$ cat src/rtl/mp_pkg.sv
// mp_pkg: shared types, requester ids and sizing helper for the memory bus arbiter
package mp_pkg;

    typedef enum logic [1:0] {IDLE, ACCESS, DONE} arb_state_t;

    localparam int REQ_FETCH = 0;
    localparam int REQ_LDST  = 1;
    localparam int REQ_IO    = 2;

    // Bits needed to index n items, never less than one.
    function automatic int idx_w(input int n);
        return n > 1 ? $clog2(n) : 1;
    endfunction

endpackage

$ cat src/rtl/rr_pick.sv
// rr_pick: combinational round-robin winner select
//   req  - pending requests
//   last - index of the previous winner; search starts at last+1 and wraps
//   win  - one-hot winner, zero when nothing is requested
module rr_pick
    import mp_pkg::*;
#(
    parameter int N_REQ = 3,
    parameter int LW    = idx_w(N_REQ)
)(
    input  logic [N_REQ-1:0] req,
    input  logic [LW-1:0]    last,
    output logic [N_REQ-1:0] win
);

    logic [LW-1:0]    start;
    logic [N_REQ-1:0] rot;
    logic [N_REQ-1:0] first;

    // Rotate so the search origin sits at bit 0, isolate the lowest set bit,
    // then rotate back; the doubled vector turns each rotate into a plain shift.
    always_comb begin
        start = (last == LW'(N_REQ - 1)) ? '0 : last + LW'(1);
        rot   = N_REQ'({req, req} >> start);
        first = rot & (~rot + N_REQ'(1));
        win   = N_REQ'(({first, first} << start) >> N_REQ);
    end

endmodule

$ cat src/rtl/mem_bus_arbiter.sv
// mem_bus_arbiter: round-robin arbiter sequencing requesters onto one memory port
//   clk, init_n            - clock, asynchronous active-low reset
//   req/we/addr/wdata      - per-requester request, write enable, packed address/data
//   hold                   - blocks new grants while high
//   gnt/ack/rdata/busy     - one-hot grant, one-cycle completion pulse, read data, busy
//   mem_en/mem_we/mem_addr/mem_wdata/mem_rdata - memory port
module mem_bus_arbiter
    import mp_pkg::*;
#(
    parameter int N_REQ       = 3,
    parameter int ADDR_W      = 16,
    parameter int DATA_W      = 16,
    parameter int WAIT_CYCLES = 1
)(
    input  logic                    clk,
    input  logic                    init_n,
    input  logic [N_REQ-1:0]        req,
    input  logic [N_REQ-1:0]        we,
    input  logic [N_REQ*ADDR_W-1:0] addr,
    input  logic [N_REQ*DATA_W-1:0] wdata,
    input  logic                    hold,
    output logic [N_REQ-1:0]        gnt,
    output logic [N_REQ-1:0]        ack,
    output logic [DATA_W-1:0]       rdata,
    output logic                    busy,
    output logic                    mem_en,
    output logic                    mem_we,
    output logic [ADDR_W-1:0]       mem_addr,
    output logic [DATA_W-1:0]       mem_wdata,
    input  logic [DATA_W-1:0]       mem_rdata
);

    localparam int LW = idx_w(N_REQ);
    localparam int CW = idx_w(WAIT_CYCLES + 1);

    arb_state_t        state_q, state_d;
    logic [LW-1:0]     last_q, last_d, win_idx;
    logic [CW-1:0]     cnt_q, cnt_d;
    logic [N_REQ-1:0]  win, gnt_q, gnt_d, ack_q, ack_d;
    logic [DATA_W-1:0] rdata_q, rdata_d, mem_wdata_q, mem_wdata_d;
    logic [ADDR_W-1:0] mem_addr_q, mem_addr_d;
    logic              busy_q, busy_d, mem_en_q, mem_en_d, mem_we_q, mem_we_d;

    rr_pick #(.N_REQ(N_REQ), .LW(LW)) u_pick (
        .req  (req),
        .last (last_q),
        .win  (win)
    );

    always_comb begin
        win_idx = '0;
        for (int i = 0; i < N_REQ; i++)
            if (win[i]) win_idx = LW'(i);
        state_d     = state_q;
        last_d      = last_q;
        cnt_d       = cnt_q;
        gnt_d       = gnt_q;
        ack_d       = '0;
        rdata_d     = rdata_q;
        busy_d      = busy_q;
        mem_en_d    = mem_en_q;
        mem_we_d    = mem_we_q;
        mem_addr_d  = mem_addr_q;
        mem_wdata_d = mem_wdata_q;
        case (state_q)
            IDLE: if (|win && !hold) begin
                state_d     = ACCESS;
                last_d      = win_idx;
                cnt_d       = CW'(WAIT_CYCLES);
                gnt_d       = win;
                busy_d      = 1'b1;
                mem_en_d    = 1'b1;
                mem_we_d    = we[win_idx];
                mem_addr_d  = addr[int'(win_idx)*ADDR_W +: ADDR_W];
                mem_wdata_d = wdata[int'(win_idx)*DATA_W +: DATA_W];
            end
            ACCESS: if (cnt_q != '0) begin
                cnt_d = cnt_q - CW'(1);
            end else begin
                state_d  = DONE;
                ack_d    = gnt_q;
                mem_en_d = 1'b0;
                mem_we_d = 1'b0;
                rdata_d  = mem_we_q ? rdata_q : mem_rdata;
            end
            DONE: begin
                state_d = IDLE;
                gnt_d   = '0;
                busy_d  = 1'b0;
            end
            default: state_d = IDLE;
        endcase
    end

    always_ff @(posedge clk or negedge init_n) begin
        if (!init_n) begin
            state_q     <= IDLE;
            last_q      <= LW'(N_REQ - 1);
            cnt_q       <= '0;
            gnt_q       <= '0;
            ack_q       <= '0;
            rdata_q     <= '0;
            busy_q      <= 1'b0;
            mem_en_q    <= 1'b0;
            mem_we_q    <= 1'b0;
            mem_addr_q  <= '0;
            mem_wdata_q <= '0;
        end else begin
            state_q     <= state_d;
            last_q      <= last_d;
            cnt_q       <= cnt_d;
            gnt_q       <= gnt_d;
            ack_q       <= ack_d;
            rdata_q     <= rdata_d;
            busy_q      <= busy_d;
            mem_en_q    <= mem_en_d;
            mem_we_q    <= mem_we_d;
            mem_addr_q  <= mem_addr_d;
            mem_wdata_q <= mem_wdata_d;
        end
    end

    assign gnt       = gnt_q;
    assign ack       = ack_q;
    assign rdata     = rdata_q;
    assign busy      = busy_q;
    assign mem_en    = mem_en_q;
    assign mem_we    = mem_we_q;
    assign mem_addr  = mem_addr_q;
    assign mem_wdata = mem_wdata_q;

endmodule

$ cat config.mk
export PLATFORM = sky130hd
export DESIGN_NAME = mem_bus_arbiter
export DESIGN_NICKNAME = d
export VERILOG_FILES = /design/src/rtl/mp_pkg.sv /design/src/rtl/rr_pick.sv /design/src/rtl/mem_bus_arbiter.sv
export SDC_FILE = /design/constraint.sdc
export NUM_CORES = 1
export LEC_CHECK = 0
export BUFFER_PORTS_ARGS = -buffer_cell sky130_fd_sc_hd__buf_2
export CORE_MARGIN = 1
export CORE_UTILIZATION = 35
export DETAILED_ROUTE_END_ITERATION = 8
export HOLD_SLACK_MARGIN = 0.02
export PLACE_DENSITY = 0.76
export SYNTH_ARGS = -nofsm -noshare
export SYNTH_HDL_FRONTEND = slang
export SYNTH_SLANG_ARGS = --single-unit
export TNS_END_PERCENT = 10
$ cat constraint.sdc
create_clock -name clk -period 1.8 [get_ports clk]
set_input_delay 0.36 -clock clk [delete_from_list [all_inputs] [get_ports clk]]
set_output_delay 0.36 -clock clk [all_outputs]
set_load 0.01 [all_outputs]
## Word-level counts from Yosys, hierarchy flattened

Cells that the tools add are included.
W data, S select, Z words.

- Logic and storage cells: 60
- Bits in registers: 62

- Mux-type cells: 20
- Shifts and indexed selects: 4
- Bitwise logic cells: 4
- $lt $le $gt $ge: 1
- Add/subtract/negate cells: 3
- Reduce and logical (&&, ||, !) cells: 12
- Equal/unequal tests: 5

Operators with widths:

| cell | count |
|---|---|
| $shiftx A48 B7 Y16 | 2 |
| $mux W3 | 3 |
| $mux W2 | 4 |
| $pmux W1 S2 | 4 |
| $reduce_and A2 Y1 | 4 |
| $mux W1 | 6 |
| $pmux W3 S2 | 1 |
| $reduce_and A3 Y1 | 2 |
| $shl A6 B2 Y6 | 1 |
| $shr A6 B2 Y3 | 1 |
| $eq A2 B2 Y1 const B | 2 |
| $ne A2 B2 Y1 const B | 2 |
| $pmux W2 S2 | 1 |
| $reduce_bool A2 Y1 | 2 |
| $add A3 B1 Y3 const B | 1 |
| $and A3 B3 Y3 | 1 |
| $lt A2 B3 Y1 const B | 1 |
| $not A3 Y3 | 1 |
| $reduce_or A3 Y1 | 1 |
| $add A2 B1 Y2 const B | 1 |
| $bmux W1 S2 | 1 |
| $eq A2 B1 Y1 const B | 1 |
| $logic_not A2 Y1 | 1 |
| $not A1 Y1 | 2 |
| other kinds (3) | 3 |

## Logic depth before layout (Yosys ltp)

- Depth in word-level cells: 13
- Depth in mapped cells: 6

## Cells and area by module

Synthesis repeated with hierarchy kept, for this count alone.

- Cells, all modules: 275
- Area, all modules: 3304.4 µm²

Modules (own cells, without submodules):

| module | sequential area each (µm²) | area each (µm²) | cells an instance | instances |
|---|---|---|---|---|
| mem_bus_arbiter | 1552.7 | 3241.9 | 266 | 1 |
| rr_pick | 0.0 | 62.6 | 9 | 1 |

## Least setup slack after synthesis

Ideal clock, no wire load.

- Path kind: register to register
- Start: reg state_q[1]
- End: reg rdata_q[0], in the netlist rdata[0]
- Arrival: 1.457 ns
- Stages on the path, launching flop included: 6
- Required time: 1.675 ns
- Slack: 0.218 ns
- Clock period less this slack: 1.582 ns
- Path through: dfrtp_1 > nand2b_1 > nand2b_4 > nor2_2 > buf_4 > mux2_2

- Cells in the longest elaborated chain, start to end: 2

RTL lines:

| element | line | source |
|---|---|---|
| from (decl) | mem_bus_arbiter.sv:36 | `arb_state_t state_q, state_d;` |
| from (signal assigned) | mem_bus_arbiter.sv:109 | `state_q <= state_d;` |
| $eq A2 B1 Y1 | mem_bus_arbiter.sv:65 | `case (state_q)` |
| $reduce_and A3 Y1 (no line) | - |  |
| to (signal assigned) | mem_bus_arbiter.sv:114 | `rdata_q <= rdata_d;` |
| to (decl) | mem_bus_arbiter.sv:40 | `logic [DATA_W-1:0] rdata_q, rdata_d, mem_wdata_q, mem_wdata_d;` |

Every way passes these cells.
A chain may end at the register's enable or synchronous reset.

## Worst setup path after layout

- Start: reg state_q[0]
- End: reg mem_wdata_q[1], in the netlist mem_wdata[1]

- Cells in the longest elaborated chain, start to end: 2

RTL lines:

| element | line | source |
|---|---|---|
| $logic_not A2 Y1 | mem_bus_arbiter.sv:65 |  |
| $reduce_and A2 Y1 (no line) | - |  |
| to (signal assigned) | mem_bus_arbiter.sv:119 | `mem_wdata_q <= mem_wdata_d;` |
| to (decl) | mem_bus_arbiter.sv:40 |  |

Every way passes these cells.

==> metrics.txt <==
fin crit share=95.18%; Post-synth EDFFs=0; share of cells above drive strength 1=54.65%; gr usage total=a little under a fifth; MaxCap Viol Count=0; Final Cell Area=4039 µm²; fin crit period=1.713 ns; worst-margin pin slew=about 0.4 ns; NumNets Final=between 500 and 600; crit path launch type=register; post-synth net total=around 350; CP Data Required Time=2.04 ns; crit end category=register; dpl cells=~500; Die Area=approximately 8400 µm²; total area of sequential cells=approximately 1600 µm²; site row count=32; Clock Latency Late Sink=roughly 0.33 ns; via count=roughly 2700; leakage power figure=2.051 nW; synth-to-layout area growth=43.85%; Post-CTS Setup Bufs=0; CTS clk-pin slew, worst paths=about 0.070 ns; FMAX=about 580 MHz; Gate Count Post-Synth=between 200 and 250; vias in the first global route=~2400; I/O Pins=roughly 180; non-filler cells, final=521; final setup fails=0; Layout Utilization=a little over half; DRT Wirelength=approximately 7800 µm; fill count=689; Max Slew Vio Count=0; Root Buffer Master=clkbuf_8; Netlist Area Pre-Place=2808 µm²; Synth Flop Type=dfrtp_1; share of the synthesized area in the top cell type=54.37%; Diodes inserted=0; Hold WS=0.2517 ns; PD cells=about 1600 nW/µm²; post-synthesis sequential area ratio=a little under three fifths; TritonCTS Buffers=9; setup ws final=0.08683 ns; total of warnings raised by yosys=0; CTS Buffer Depth=2; die height=91.57 µm; Worst Skew=~0.0090 ns; Peak VDD IR=about 690 µV; Synth Area per Inst=12.05 µm²; gr ovfl total=0; outcome=complete, no violations; DRT iter0 DRCs=120; Netlist cell types=36; Vias/cell=between 5 and 6; top post-synthesis cells by area=dfrtp_1, a22oi_1, mux2_2, o21ai_0, a221o_1; Pre-Repair DR Iteration Count=4; Hold WC Path Type=in2reg; DRC=0; Core ar.=between 7000 and 8000 µm²; input/output buffers=177; Hold Fails Final Rpt=0; # H-tree levels=3; most common cell in the netlist=dfrtp_1; largest net degree at the start of global routing=around 60; area occupied by multi-input gates=~1100 µm²; Placed Area=roughly 3800 µm²; WS Path Type=reg2reg; antenna violations before repair=0; FFs w/ async S/R, synth=100.0%; Routed Antenna Nets=0; slew margin rel.=between 70% and 80%; first-pass GRT wire length=~12000 µm; Wirelength per Cell=14.94 µm; CTS tree=yes; # clock sinks=62; Post-DP HPWL=a little under 6000 µm; Synth top cells by count=dfrtp_1, a22oi_1, o21ai_0, mux2_2; worst-path fanout max=17; gpl congestion=0.7487; post-synth top area cell=dfrtp_1; register bit total from synthesis=between 60 and 70; Worst EP arrival=about 2.0 ns; worst slack, placed=about 0.067 ns; die width=roughly 90 µm; Initial Util=36.33%
-- registers in the layout (all words and copies together), names as in the netlist --
register and count:
mem_addr 16, mem_wdata 16, rdata 16, ack 3
gnt 3, last_q 2, state_q 2, busy 1
cnt_q 1, mem_en 1, mem_we 1
-- where the power goes --
group	switching, mW	leakage, nW	internal, mW	total [mW]
logic	1.43	1.19	1.35	2.79
registers	0.376	0.757	2.06	2.43
clock network	0.533	0.106	0.777	1.31
-- path summary, 6_finish.rpt --
path | start | end | slack (ns) | depth (start not counted)
hold reg to reg | busy | busy | 0.48 | 2
max in group asynchronous | init_n | last_q[1] | 0.86 | 3
setup / recovery | state_q[0] | mem_wdata[1] | 0.09 | 5
min in group asynchronous | init_n | mem_wdata[1] | 0.38 | 2
setup reg to reg | state_q[0] | mem_wdata[1] | 0.09 | 5
hold / removal | wdata[32] | mem_wdata[0] | 0.25 | 3
-- what timing repair did --
action                     4_1_cts  5_1_grt
setup endpoints to repair        0        1
hold buffers                     1        0
hold endpoints to repair        17        0
gates resized for setup          0        1
-- stage by stage --
stage,power [mW],TNS [ns]
floorplan,4.126,0
global placement,5.152,0
detailed placement,5.260,0
CTS,6.601,0
global route,6.999,-0.008009
finish,6.526,0
-- area by class of cell --
| type | instances | share of cell area, % |
|---|---|---|
| Clock inverter | 6 | 2.138 |
| Clock buffer | 10 | 3.160 |
| Inverter | 4 | 0.3717 |
| Multi-Input combinational cell | 149 | 27.76 |
| Sequential cell | 62 | 38.44 |
| Timing Repair Buffer | 188 | 24.97 |
| Tap cell | 102 | 3.160 |
-- worst max-delay path: stages (launching register included) --
cell and delay (ns):
dfrtp_1 0.43, or3_4 0.42, a211oi_4 0.28, buf_4 0.30, a22oi_1 0.09, o21ai_0 0.09
-- logic make-up after synthesis --
kind of cell | share of synthesized area, %
compound gates | 27.09
buf+inv | 5.570
flops | 55.30
mux | 6.417
simple gates | 5.615
-- routing by layer --
layer  up-vias  GRT usage [%]  routed length (µm)
met5         -              0                   0
met4         0          7.540                 101
met3        11          4.188                 531
met2       129          31.77                3923
met1      1275          23.23                3228
li1       1256              -                   -
-- layout by cell type (no fill, tap or decap), drive strengths merged, types with 2 or more instances in the layout --
master / instances
nor3: 2
a222oi: 4
a21oi: 4
inv: 4
o21ai: 28
bufinv: 2
clkbuf: 10
clkinv: 3
a21o: 3
and2: 4
nor2: 5
a22oi: 50
dfrtp: 61
buf: 187
nand2: 7
a31o: 2
mux2: 16
a221o: 4
a22o: 4
nand2b: 6
Power figures use the tool's default switching activity.
